--- config.mk ---
export PLATFORM = sky130hd
export DESIGN_NAME = eth_manchester_encoder
export DESIGN_NICKNAME = d
export VERILOG_FILES = /design/src/rtl/eth_tx_pkg.sv /design/src/rtl/eth_nlp_timer.sv /design/src/rtl/eth_manchester_encoder.sv
export SDC_FILE = /design/constraint.sdc
export NUM_CORES = 1
export LEC_CHECK = 0
export CAP_MARGIN = 10
export CORE_AREA = 2 2 39 41
export CTS_BUF_LIST = sky130_fd_sc_hd__clkbuf_8 sky130_fd_sc_hd__clkbuf_16
export DETAILED_ROUTE_END_ITERATION = 8
export DIE_AREA = 0 0 41 43
export PLACE_DENSITY_LB_ADDON = 0.1
export SYNTH_ARGS = -nofsm -noshare
export SYNTH_HDL_FRONTEND = slang
export SYNTH_SLANG_ARGS = --single-unit
--- constraint.sdc ---
create_clock -name clk -period 1.85 [get_ports clk]
set_clock_uncertainty 0.15 [all_clocks]
set_input_delay 0.555 -clock clk [delete_from_list [all_inputs] [get_ports clk]]
set_output_delay 0.555 -clock clk [all_outputs]
set_load 0.02 [all_outputs]
--- src/rtl/eth_tx_pkg.sv ---
// eth_tx_pkg: shared state encoding and default timing constants for the 10BASE-T transmit path.
package eth_tx_pkg;
   typedef enum logic [1:0] {IDLE = 2'd0, NLP = 2'd1, DATA = 2'd2, ETD = 2'd3} state_t;
   localparam int TP_IDL_CYCLES_DEF = 6;
   localparam int NLP_PERIOD_DEF    = 320000;
   localparam int NLP_WIDTH_DEF     = 2;
endpackage

--- src/rtl/eth_nlp_timer.sv ---
// eth_nlp_timer: free-running link-pulse period counter, held at 0 by hold, strobes start at count 0.
module eth_nlp_timer import eth_tx_pkg::*; #(
   parameter int NLP_PERIOD = NLP_PERIOD_DEF
) (
   input  logic clk,
   input  logic n_rst,
   input  logic hold,
   output logic start
);
   localparam int W = $clog2(NLP_PERIOD);
   logic [W-1:0] cnt_q, cnt_d;
   always_comb begin
      cnt_d = (hold || cnt_q == W'(NLP_PERIOD - 1)) ? '0 : cnt_q + 1'b1;
      start = ~hold & (cnt_q == '0);
   end
   always_ff @(posedge clk or negedge n_rst)
      if (!n_rst) cnt_q <= '0;
      else        cnt_q <= cnt_d;
endmodule

--- src/rtl/eth_manchester_encoder.sv ---
// eth_manchester_encoder: Manchester data, TP_IDL delimiter and (with ETH_NLP_EN) normal link pulses
// for a 10BASE-T line driver, fed by the serialiser's tx_sck/tx_mosi stream.
module eth_manchester_encoder import eth_tx_pkg::*; #(
   parameter int TP_IDL_CYCLES = TP_IDL_CYCLES_DEF,
   parameter int NLP_PERIOD    = NLP_PERIOD_DEF,
   parameter int NLP_WIDTH     = NLP_WIDTH_DEF
) (
   input  logic clk,
   input  logic n_rst,
   input  logic tx_sck,
   input  logic tx_mosi,
   output logic td_p,
   output logic td_n,
   output logic td_oe,
   output logic tx_active
);
`ifdef ETH_NLP_EN
   localparam int CW = $clog2((TP_IDL_CYCLES > NLP_WIDTH ? TP_IDL_CYCLES : NLP_WIDTH) + 1);
   logic nlp_start;
`else
   localparam int CW = $clog2(TP_IDL_CYCLES + 1);
   logic unused_nlp;
   assign unused_nlp = ^{NLP_PERIOD, NLP_WIDTH};
`endif
   state_t        state_q, state_d;
   logic [CW-1:0] cnt_q, cnt_d;
   logic          sck_q, sck_qq, mosi_q, bit_q, bit_d, ph_q, ph_d, ev;
   assign ev = sck_q & ~sck_qq;
   // An edge event always (re)starts a bit, overriding a link pulse or the delimiter.
   always_comb begin
      state_d = state_q;
      cnt_d   = cnt_q;
      ph_d    = ph_q;
      bit_d   = bit_q;
      if (ev) begin
         state_d = DATA;
         ph_d    = 1'b0;
         bit_d   = mosi_q;
      end else begin
         case (state_q)
            DATA: begin
               ph_d = 1'b1;
               if (ph_q) begin
                  state_d = ETD;
                  cnt_d   = '0;
               end
            end
            ETD: begin
               cnt_d = cnt_q + 1'b1;
               if (cnt_q == CW'(TP_IDL_CYCLES - 1)) state_d = IDLE;
            end
`ifdef ETH_NLP_EN
            NLP: begin
               cnt_d = cnt_q + 1'b1;
               if (cnt_q == CW'(NLP_WIDTH - 1)) state_d = IDLE;
            end
            default: if (nlp_start) begin
               state_d = NLP;
               cnt_d   = '0;
            end
`else
            default: state_d = IDLE;
`endif
         endcase
      end
   end
   always_ff @(posedge clk or negedge n_rst)
      if (!n_rst) begin
         state_q <= IDLE;
         cnt_q   <= '0;
         ph_q    <= 1'b0;
         bit_q   <= 1'b0;
         sck_q   <= 1'b0;
         sck_qq  <= 1'b0;
         mosi_q  <= 1'b0;
      end else begin
         state_q <= state_d;
         cnt_q   <= cnt_d;
         ph_q    <= ph_d;
         bit_q   <= bit_d;
         sck_q   <= tx_sck;
         sck_qq  <= sck_q;
         mosi_q  <= tx_mosi;
      end
   assign tx_active = state_q == DATA || state_q == ETD;
   assign td_oe     = state_q != IDLE;
   assign td_p      = state_q == DATA ? (ph_q ? bit_q : ~bit_q) : td_oe;
   assign td_n      = td_oe & ~td_p;
`ifdef ETH_NLP_EN
   eth_nlp_timer #(.NLP_PERIOD(NLP_PERIOD)) u_nlp (
      .clk   (clk),
      .n_rst (n_rst),
      .hold  (tx_active),
      .start (nlp_start)
   );
`endif
endmodule

== Word level (Yosys, flattened, before mapping) ==
Cells that the tools add are included.
Word-level totals
  flip-flop bits (word level): 10
  input bits: 4
  output and inout bits: 4
Cells by class
  $add $sub $neg: 1
  equality and inequality tests: 6
  multiplexer cells: 10
  bitwise operators: 6
  reductions and logical operators: 6
Operators with widths (number)
  2-to-1 mux 2 bit: 3
  != test 3 bit (second input constant): 2
  one-hot mux 3 bit (2 select lines): 1
  nonzero test 2 bit: 3
  equality test 2 bit (second input constant): 2
  2-to-1 mux 1 bit: 4
  inverter 1 bit: 4
  one-hot mux 2 bit (2 select lines): 1
  adder 3 x 1 -> 3 bit (second input constant): 1
  equality test 3 bit (second input constant): 1
  2-to-1 mux 3 bit: 1
  AND reduction 3 bit: 1
  AND 1 bit: 2
  != test 2 bit (second input constant): 1
  AND reduction 2 bit: 1
  logical OR 1 bit: 1

== Logic depth before layout (Yosys ltp) ==
Gate-level depths: netlist (run 1).
  word-level depth: 5
  gate-level depth with buffers: 5

== Worst setup path before layout (run 1) ==
No wires, ideal clock.
  path type: flip-flop to output port
  start: register state_q[0]
  end: output port td_n
  arrival: 0.962 ns
  data required time: 1.145 ns
  path slack: 0.183 ns
  stages on the path, launching flop included: 3
  path buffers: 0
  path through: dfrtp_1 > and2b_1 > nor2b_1
On the way
  longest elaborated chain between the ends: 4
  elaborated cells on any way between the ends: 5
Ends and longest elaborated chain
  from (decl): line eth_manchester_encoder.sv:25  | state_t state_q, state_d;
  from (signal assigned): line eth_manchester_encoder.sv:77  | state_q <= state_d;
  equality test 2 bit / nonzero test 2 bit (equally long branches): line eth_manchester_encoder.sv:87, eth_manchester_encoder.sv:86
  2-to-1 mux 1 bit: line eth_manchester_encoder.sv:87  | assign td_p = state_q == DATA ? (ph_q ? bit_q : ~bit_q) : td_oe;
  inverter 1 bit: line eth_manchester_encoder.sv:88  | assign td_n = td_oe & ~td_p;
  AND 1 bit (*): line eth_manchester_encoder.sv:88
  to (decl): line eth_manchester_encoder.sv:13  | output logic td_n,
Every way passes the cells marked *; elsewhere a longest branch is shown, timed or not.

== Worst setup path after layout (run 1) ==
Same ends and word-level chain as after synthesis.

==> metrics, run 1 <==
result of the run completed; via count 296; fin crit share 97.7%; final hold violation count 0; met1 Usage GRT 11.9%; LEAKAGE 0.313 nW; CTS root buffer clkbuf_8; post-route ant nets 0; GR Layer Usage met2 13.4%; ys flop type dfrtp_1; final slew viol count 0; DR iter-0 viols 1; most numerous cell in the Yosys netlist dfrtp_1; Core Util, Final 46.5%; EDFF count, synth 0; Post-Syn Area 450 um2; asr flop ratio synth 100%; CTS Buffer Depth 2; required time of the worst setup path 1.14 ns; Critical Path Fanout Max 4; Final min period 1.81 ns; Layout area overhead 42.8%; main area contributors after synthesis dfrtp_1 (56%), ha_1 (5.6%), mux2_2 (5.0%); Worst IR Drop VDD 0.546 mV; fmax 553 MHz; crit path capture type output port; Seq cells post-synth 10; final worst setup slack 0.0422 ns; Initial Util 32.5%; post-synth top area cell dfrtp_1; H-tree levels 1; Std-Cell Rows 14; Finish-stage setup viols 0; DP HPWL 517 um; sequential-to-total area share from yosys stat 55.6%; DRT Pass-1 Iters 2; max cap viols 0; critical path arrival 1.10 ns; Slew headroom 72.4%; fraction of layout cells with a size suffix above 1 45.1%; routability congestion estimate from global placement 0.640; clock slew at reported path FFs 0.04 ns; pwr/cell area 1690 nW/um2; Yosys cell types 20; Die W 41 um; Worst-Skew Late Latency 0.23 ns; mean post-synth cell area 12.9 um2; largest net degree at the start of global routing 11; Worst setup SP type flop; unrepaired setup endpoints after global routing yes; TritonCTS clock tree done; Worst Tran Pin Value 0.413 ns; Ys Warns 0; fin nets 58; n_diodes 0; Mapped Cells 35; antenna violations before repair 0; syn nets 41; GR Util met3 3.14%; Place WS -0.197 ns; core area 1380 um2; IO Port Bufs 7; Vias per Instance 4.42; critical path class reg2out; WL final 688 um; gr usage total 10.1%; global-route wire length before repair 1.08 mm; Synth top area share 55.6%; grt ovf 0; Num CTS Buffers 3; most frequent cells after synthesis dfrtp_1 (10), nand2_1 (3); hold-fix buffers at CTS 0; die area 1760 um2; GR peak layer met2; # clock sinks 10; Ports 8; vias in the first global route 274; Vert. Die Dim 43 um; Routed WL per cell 10.3 um; HP Class reg2reg; DRC violations left 0
worst paths after layout:
check                            from          to  slack, ns  depth (start not counted)
min reg2reg                     sck_q      sck_qq       0.29                          0
max reg2reg                state_q[0]    cnt_q[2]       0.43                          5
max                        state_q[0]        td_n       0.04                          3
min in group asynchronous       n_rst    cnt_q[1]       0.47                          1
min                             sck_q      sck_qq       0.29                          0
max in group asynchronous       n_rst  state_q[0]       0.79                          1
through the flow:
step | instances | TNS [ns] | hold slack (ns) | power (W) | area (um2)
floorplan | 35 | 0 | 0.109 | 0.000602 | 450
finish | 67 | 0 | 0.286 | 0.00109 | 643
CTS | 64 | 0 | 0.289 | 0.00103 | 608
global route | 67 | -0.0116 | 0.298 | 0.00117 | 643
global placement | 60 | -0.347 | 0.272 | 0.000754 | 559
detailed placement | 60 | -0.440 | 0.271 | 0.000769 | 559
power breakdown:
| group | switching, W | total (W) | internal (W) | leakage, nW |
|---|---|---|---|---|
| Combinational | 0.000199 | 0.000484 | 0.000286 | 0.168 |
| Clock | 0.0000781 | 0.000264 | 0.000186 | 0.0288 |
| Sequential | 0.0000552 | 0.000341 | 0.000285 | 0.117 |
| Total | 0.000332 | 0.00109 | 0.000757 | 0.313 |
worst max-delay path, stage by stage (launching register included):
cell	delay (ns)
dfrtp_1	0.40
and2b_1	0.21
nor2b_2	0.15
buf_6	0.12
routing by layer:
metal,wire length (um),up-vias
met4,0,0
met3,27,0
met1,316,137
met2,344,8
li1,-,151
met5,0,-
cell families after synthesis:
group	after synthesis	share of synthesized area, %
buffers and inverters	3	2.50
XOR/XNOR	1	1.94
multiplexers	2	5.00
AO/OA/AOI/OAI	5	10.3
flip-flops	10	55.6
adder cells (fa/ha/maj)	2	5.55
AND/OR/NAND/NOR	12	19.2
state kept, by name (all words and copies together), names as in the netlist:
| name | flops |
|---|---|
| state_q | 2 |
| mosi_q | 1 |
| bit_q | 1 |
| ph_q | 1 |
| cnt_q | 3 |
| sck_qq | 1 |
| sck_q | 1 |
area by class of cell:
class,instances,area [um2]
clock buffer,4,55.1
fill,130,741
inverter,2,7.51
multi-input combinational,22,199
sequential,10,250
tap,16,20.0
timing repair buffer,13,111
placed cells by master, fill, tap and decap left out:
cell type        count
a211o_1              1
and3b_2              1
buf_6                2
o211ai_2             1
mux2_2               2
and4bb_2             1
or2_2                1
nand3_1              1
a21o_1               1
buf_2                1
dlygate4sd2_1        1
nand2_1              3
o21a_1               1
dfrtp_1             10
and2b_1              2
nand2b_4             1
and3_1               1
clkbuf_8             4
inv_1                2
xnor2_2              1
buf_4                6
ha_1                 2
clkdlybuf4s50_1      3
nor2b_2              1
a22o_2               1
what timing repair did:
item | in CTS | in global routing
endpoints found under the setup margin | 4 | 2
setup buffers | 0 | 3
resized for setup | 15 | 4
pin swaps | 0 | 1
endpoints found under the hold margin | 0 | 0
No activity file was read; power rests on OpenSTA's default activity.
==> inputs of run 2 (changes only) <==
--- a/config.mk
+++ b/config.mk
@@ -5,11 +5,14 @@
 export SDC_FILE = /design/constraint.sdc
 export NUM_CORES = 1
 export LEC_CHECK = 0
+export ABC_CLOCK_PERIOD_IN_PS = 1850
 export CAP_MARGIN = 10
-export CORE_AREA = 2 2 39 41
+export CELL_PAD_IN_SITES_DETAIL_PLACEMENT = 1
+export CELL_PAD_IN_SITES_GLOBAL_PLACEMENT = 2
+export CORE_AREA = 2 2 42 44
 export CTS_BUF_LIST = sky130_fd_sc_hd__clkbuf_8 sky130_fd_sc_hd__clkbuf_16
 export DETAILED_ROUTE_END_ITERATION = 8
-export DIE_AREA = 0 0 41 43
+export DIE_AREA = 0 0 44 46
 export PLACE_DENSITY_LB_ADDON = 0.1
 export SYNTH_ARGS = -nofsm -noshare
 export SYNTH_HDL_FRONTEND = slang
==> metrics, run 2 (synthesis results as in run 1) <==
TritonCTS clock tree done; Place WS -0.212 ns; Std-Cell Rows 15; Routed WL per cell 12.3 um; WL final 859 um; Worst setup SP type flop; Vias per Instance 4.56; final worst setup slack 0.0182 ns; power consumption 0.00113 W; Critical Path Fanout Max 4; critical path class reg2out; commonest cells after routing, fill and taps aside dfrtp_1 (10), buf_4 (9), clkbuf_8 (4); largest net degree at the start of global routing 11; # clock sinks 10; fmax 546 MHz; crit path capture type output port; most flop-heavy register cnt_q; DRC violations left 0; result of the run completed; fin crit share 99.0%; pwr/cell area 1720 nW/um2; Layout area overhead 45.0%; Finish-stage setup viols 0; Slew headroom 70.3%; hold-fix buffers at CTS 0; Hold Path End sck_qq; clock slew at reported path FFs 0.05 ns; Largest register FFs 3; Hold Path Depth 0; required time of the worst setup path 1.14 ns; Vert. Die Dim 46 um; Num CTS Buffers 3; core area 1610 um2; largest registers cnt_q x3, state_q x2; most common cell after layout, fill and taps aside dfrtp_1; hold wc startpoint sck_q; Final min period 1.83 ns; via count 319; CTS Buffer Depth 2; critical path arrival 1.13 ns; multi-input logic area 196 um2; fraction of layout cells with a size suffix above 1 45.3%; die area 2020 um2; RR Startpoint state_q[0]; fin nets 60; antenna violations before repair 0; final slew viol count 0; vias in the first global route 350; DR iter-0 viols 2; HP Class reg2reg; H-tree levels 1; Worst IR Drop VDD 0.594 mV; Worst R2R Path Depth 5; unrepaired setup endpoints after global routing yes; grt ovf 0; IO Port Bufs 7; Ports 8; Initial Util 27.9%; max cap viols 0; worst reg2reg endpoint cnt_q[2]; post-route ant nets 0; Seq. cell area 250 um2; DRT Pass-1 Iters 2; gr usage total 10.2%; Core Util, Final 40.5%; # fillers 177; n_diodes 0; Die W 44 um; CTS root buffer clkbuf_8; final hold violation count 0; LEAKAGE 0.321 nW; setup TNS 0 ns; Worst Tran Pin Value 0.444 ns; Worst-Skew Late Latency 0.23 ns; routability congestion estimate from global placement 0.747; global-route wire length before repair 1.44 mm; r2r setup slk 0.41 ns
-- run 2: worst max path at each step --
stage | from | end | cells after the start
finish | state_q[0] | td_n | 3
global route | state_q[0] | td_n | 3
CTS | state_q[0] | td_n | 3
detailed placement | state_q[0] | td_n | 3
global placement | state_q[0] | td_n | 3
floorplan | state_q[0] | td_n | 2
-- run 2: timing repair --
item | CTS | global route
buffers inserted | 0 | 3
resized for setup | 15 | 2
pin swaps | 0 | 1
setup endpoints to repair | 4 | 2
-- run 2: critical path: stages (launching register included) --
cell and delay, ns:
dfrtp_1 0.40, and2b_1 0.21, nor2b_1 0.14, buf_4 0.15
-- run 2: area by class of cell --
type,instances,share of cell area [%]
Multi-Input combinational cell,22,30.1
Inverter,2,1.15
Clock buffer,4,8.43
Tap cell,17,3.26
Sequential cell,10,38.3
Timing Repair Buffer,15,18.8
-- run 2: routing by layer --
layer / share of wire [%] / up-vias / global-route usage (%)
li1: - / 153 / -
met1: 42 / 159 / 10.8
met2: 55 / 7 / 17.9
met3: 2.8 / 0 / 2.38
met4: 0 / 0 / 7.27
met5: 0 / - / 0
-- run 2: metrics by stage --
stage               area (um2)  hold WS, ns  std cells
floorplan                  450        0.109         35
global placement           576        0.272         63
detailed placement         576        0.277         63
CTS                        624        0.296         67
global route               653        0.308         70
finish                     653        0.297         70
-- run 2: where the power goes --
group          internal (W)  switching [W]
registers          0.000285      0.0000578
logic              0.000303       0.000210
clock network      0.000187      0.0000831
total              0.000775       0.000351
==> inputs of run 3 (changes only) <==
--- a/config.mk
+++ b/config.mk
@@ -14,6 +14,7 @@
 export DETAILED_ROUTE_END_ITERATION = 8
 export DIE_AREA = 0 0 44 46
 export PLACE_DENSITY_LB_ADDON = 0.1
+export SLEW_MARGIN = 20
 export SYNTH_ARGS = -nofsm -noshare
 export SYNTH_HDL_FRONTEND = slang
 export SYNTH_SLANG_ARGS = --single-unit
==> results of run 3 <==
Final layout, timing and power as in run 2 (identical DEF).
